[config.mk]
export PLATFORM = sky130hd
export DESIGN_NAME = mux_n_pipe
export DESIGN_NICKNAME = d
export VERILOG_FILES = /design/src/rtl/mux_n_pipe.sv
export SDC_FILE = /design/constraint.sdc
export NUM_CORES = 1
export LEC_CHECK = 0
export CORE_MARGIN = 2
export CORE_UTILIZATION = 39
export DETAILED_ROUTE_END_ITERATION = 8
export PLACE_DENSITY_LB_ADDON = 0.25
export REMOVE_ABC_BUFFERS = 1
export SLEW_MARGIN = 20
export SYNTH_ARGS = -nofsm -noshare
export SYNTH_HDL_FRONTEND = slang
export SYNTH_SLANG_ARGS = --single-unit
[constraint.sdc]
create_clock -name clk -period 1.67 [get_ports clk]
set_input_delay 0.334 -clock clk [delete_from_list [all_inputs] [get_ports clk]]
set_output_delay 0.334 -clock clk [all_outputs]
set_load 0.005 [all_outputs]
[src/rtl/mux_n_pipe.sv]
// N-channel valid/ready multiplexer feeding a single-entry registered output buffer.
// Define MUX_RR_EN to replace the manual select register with round-robin arbitration.
module mux_n_pipe #(
    parameter int unsigned WIDTH    = 8,
    parameter int unsigned CHANNELS = 4,
    parameter int unsigned SEL_W    = 2,
    parameter int unsigned CNT_W    = 16
) (
    input  logic                      clk,
    input  logic                      rst_n,
    input  logic [CHANNELS*WIDTH-1:0] din,
    input  logic [CHANNELS-1:0]       in_valid,
    output logic [CHANNELS-1:0]       in_ready,
    input  logic [SEL_W-1:0]          sel,
    input  logic                      sel_load,
    output logic [SEL_W-1:0]          cur_sel,
    output logic                      sel_err,
    output logic [WIDTH-1:0]          dout,
    output logic                      out_valid,
    input  logic                      out_ready,
    output logic [CNT_W-1:0]          xfer_cnt
);

    logic             space_c;
    logic             accept_c;
    logic [WIDTH-1:0] data_c;
    logic [SEL_W-1:0] grant_c;

    assign space_c = !out_valid || out_ready;
    assign cur_sel = grant_c;

    // Steer ready/data for the granted channel only
    always_comb begin
        in_ready = '0;
        accept_c = 1'b0;
        data_c   = '0;
        for (int unsigned i = 0; i < CHANNELS; i++) begin
            if (SEL_W'(i) == grant_c) begin
                in_ready[i] = space_c;
                accept_c    = in_valid[i] && space_c;
                data_c      = din[i*WIDTH +: WIDTH];
            end
        end
    end

`ifdef MUX_RR_EN
    logic [SEL_W-1:0] ptr;
    int unsigned      rr_dist_c;
    int unsigned      rr_best_c;
    logic             unused_c;

    assign unused_c = ^{sel, sel_load};
    assign sel_err  = 1'b0;

    // Grant the valid channel closest to ptr going upward, wrapping at CHANNELS
    always_comb begin
        grant_c   = ptr;
        rr_best_c = CHANNELS;
        rr_dist_c = 0;
        for (int unsigned i = 0; i < CHANNELS; i++) begin
            rr_dist_c = (i >= 32'(ptr)) ? i - 32'(ptr) : i + CHANNELS - 32'(ptr);
            if (in_valid[i] && (rr_dist_c < rr_best_c)) begin
                rr_best_c = rr_dist_c;
                grant_c   = SEL_W'(i);
            end
        end
    end

    always_ff @(posedge clk or negedge rst_n) begin
        if (!rst_n) begin
            ptr <= '0;
        end else if (accept_c) begin
            ptr <= (32'(grant_c) == CHANNELS - 1) ? '0 : grant_c + SEL_W'(1);
        end
    end
`else
    localparam int unsigned SEL_N = 1 << SEL_W;

    logic [SEL_W-1:0] sel_q;
    logic [SEL_N-1:0] sel_ok_c;

    assign grant_c = sel_q;

    always_comb begin
        sel_ok_c = '0;
        for (int unsigned i = 0; i < SEL_N; i++) begin
            sel_ok_c[i] = (i < CHANNELS);
        end
    end

    // Out-of-range loads keep the old channel and latch the error flag
    always_ff @(posedge clk or negedge rst_n) begin
        if (!rst_n) begin
            sel_q   <= '0;
            sel_err <= 1'b0;
        end else if (sel_load) begin
            if (sel_ok_c[sel]) begin
                sel_q <= sel;
            end else begin
                sel_err <= 1'b1;
            end
        end
    end
`endif

    always_ff @(posedge clk or negedge rst_n) begin
        if (!rst_n) begin
            dout      <= '0;
            out_valid <= 1'b0;
            xfer_cnt  <= '0;
        end else begin
            if (accept_c) begin
                dout     <= data_c;
                xfer_cnt <= xfer_cnt + CNT_W'(1);
            end
            out_valid <= accept_c || (out_valid && !out_ready);
        end
    end

endmodule

==> metrics.md <==
| Metric | Value |
|---|---|
| GRT busiest layer | `met2` |
| Outcome | `finished, final reports clean` |
| Synth area leaders | `dfrtp_1 48%, mux4_2 13%, nand2_1 9.3%` |
| CP max stage cell | `clkdlybuf4s50_1` |
| PnR worst setup slack | `0.0107 ns` |
| Crit-path max FO | `5` |
| Max Clock Skew | `0.00716 ns` |
| Final std cells w/o fill | `252` |
| Wirelength, routed | `3220 um` |
| CTS tree | `done` |
| Layout area overhead | `58.7%` |
| Setup Viol. Count Final | `0` |
| M2 GR Usage | `31.1%` |
| Tcrit/Tclk final | `99.4%` |
| Initial antenna violation count | `0` |
| Synth top cells by count | `35 x nand2_1, 27 x dfrtp_1, 8 x mux4_2, 8 x xor2_1, 7 x xnor2_1` |
| Final Cell Area | `2250 um2` |
| Synthesized instance count | `128` |
| CTS Buf Count | `3` |
| Row cnt | `21` |
| Core Footprint | `3420 um2` |
| Yosys reg bits | `27` |
| Worst path max stage delay | `0.40 ns` |
| Most common cell in the netlist | `nand2_1` |
| Mapped cell area | `1420 um2` |
| Grt met1 use | `19.1%` |
| Post-DP HPWL | `2540 um` |
| Ant. Diodes | `0` |
| F_max | `0.603 GHz` |
| Clock buffer depth | `2` |
| Peak VDD IR | `0.417 mV` |
| Post-DP Area | `2190 um2` |
| First DRT Iteration DRCs | `58` |
| P per Cell Area | `903 nW/um2` |
| Ports | `74` |
| Share of cells above drive strength 1 | `17.0%` |
| Yosys top cell by area | `dfrtp_1` |
| Routed length per placed instance | `12.8 um` |
| Ys async rst share | `100%` |
| Final min period | `1.66 ns` |
| RSZ-0062 raised after global routing | `yes` |
| Hold Fails Final Rpt | `0` |
| Slew Limit Fails | `0` |
| Count of cell types in the netlist | `25` |
| Via/cell ratio | `4.84` |
| Top FF cell, synth | `dfrtp_1` |
| # placed instances | `245` |
| Hold buffer count at CTS | `0` |
| Fin Hold WS | `0.359 ns` |
| Worst Path Arrival | `1.33 ns` |
| Setup_tns | `0 ns` |
| Critical path class | `in2out` |
| Global route overflow | `0` |
| Largest net degree at the start of global routing | `28` |
| First drt pass iteration count | `4` |
| CP required | `1.34 ns` |
| Crit start category | `input port` |
| Hold Crit Class | `in2async` |
| Lkg Pwr | `1.01 nW` |
| Pre-CTS setup slack | `-0.370 ns` |
| Number of flops mapped to enable cells by yosys | `0` |
| Nets@finish | `250` |
| DIE WIDTH | `64.3 um` |
| Root buf cell | `clkbuf_4` |
| Die Span Y | `64.3 um` |
| Vias in the first global route | `1234` |
| Routed Antenna Nets | `0` |
| Reg clk slew, reported paths | `0.14 ns` |
| Clk Latency, worst-skew pair | `0.32 ns` |
| # DRC | `0` |
| Post-synth top area share | `47.7%` |
| Synth Warn # | `0` |
| DR vias | `1219` |
| R2R cell count | `5` |
| CP endpoint kind | `output pin` |
| Die Area | `4130 um2` |
| Initial Utilization | `41.5%` |
| Htree depth | `1` |
| Input/output buffers | `72` |
| Critical path cell sequence | `clkdlybuf4s50_1 -> nand2b_4 -> and3_1 -> dlygate4sd2_1` |
| Met3 usage | `4.75%` |
| Global-route wire length before repair | `5430 um` |
| Mean post-synth cell area | `11.1 um2` |
| Max-cap violations | `0` |
| GP Congestion | `0.724` |
| GR Util All Layers | `17.0%` |
| Sequential area share after synthesis | `47.7%` |
| Clk sinks | `27` |
-- cells in the final DEF, fill, tap and decap left out --
cell / n
clkbuf_1: 1
clkbuf_4: 3
nand4_1: 4
and3_1: 2
mux4_2: 8
and4_1: 2
dlygate4sd2_1: 1
nand2_1: 34
conb_1: 1
dfrtp_1: 22
buf_4: 9
and2_1: 1
xnor2_1: 7
nand2_2: 1
nand2_4: 1
nand2b_1: 1
clkbuf_2: 2
mux4_1: 1
buf_2: 1
dlymetal6s2s_1: 2
clkdlybuf4s50_1: 66
dfrtp_2: 5
nor2_1: 5
nand3_1: 5
nand2b_4: 1
xor2_1: 8
mux2_2: 2
inv_1: 1
nor3b_1: 1
ha_1: 1
nor3_1: 5
and2_4: 1
nor3b_2: 1
-- worst max-delay path: cells and delay by family --
kind,cells,cell delay (ns)
buf+inv,2,0.65
simple gates,2,0.34
-- final cells by class --
class,instances,area (um2)
Inverter,1,3.75
Tap cell,46,57.6
Timing Repair Buffer,81,777
Fill cell,275,1170
Sequential cell,27,682
Clock buffer,4,26.3
Multi-Input combinational cell,93,701
-- worst paths after layout --
kind	slack, ns	from	end
min	0.36	rst_n	xfer_cnt[15]$_DFFE_PN0P_
max reg2reg	0.05	cur_sel[0]$_DFFE_PN0P_	xfer_cnt[13]$_DFFE_PN0P_
max in group asynchronous	1.03	rst_n	xfer_cnt[4]$_DFFE_PN0P_
min reg2reg	0.47	xfer_cnt[15]$_DFFE_PN0P_	xfer_cnt[15]$_DFFE_PN0P_
max	0.01	out_ready	in_ready[3]
min in group clk	0.47	xfer_cnt[15]$_DFFE_PN0P_	xfer_cnt[15]$_DFFE_PN0P_
-- kinds of logic (layout without fill, tap and decap cells) --
family / Yosys count / count (layout) / share of synthesized area, %
multiplexers: 11 / 11 / 16.2
buffers and inverters: 8 / 86 / 3.89
adder cells (fa/ha/maj): 1 / 1 / 0.883
other: 1 / 1 / 0.265
flip-flops: 27 / 27 / 47.7
AND/OR/NAND/NOR: 65 / 65 / 21.8
XOR/XNOR: 15 / 15 / 9.28
-- power breakdown --
group          switching (mW)  internal [mW]
clock                   0.181         0.0933
combinational           0.283          0.517
sequential              0.150          0.805
-- registers in the layout, summed over array words and instances, names as in the netlist --
signal and count:
out_valid 1, dout 8, cur_sel 2, xfer_cnt 16
-- metrics by stage --
stage	utilization [%]	total power, mW
CTS	65.3	2.04
detailed placement	64.1	1.77
floorplan	-	1.24
global route	65.8	2.17
finish	65.8	2.03
global placement	64.1	1.74
-- metal layers --
layer,up-vias,wire (um)
li1,590,-
met1,568,1240
met2,57,1630
met3,4,304
met4,0,33
met5,-,0
-- timing repair --
action	4_1_cts	5_1_grt
buffers inserted	1	2
endpoints found under the setup margin	12	13
resized for setup	9	12
pin swaps	0	1
No activity file was read; power rests on OpenSTA's default activity.
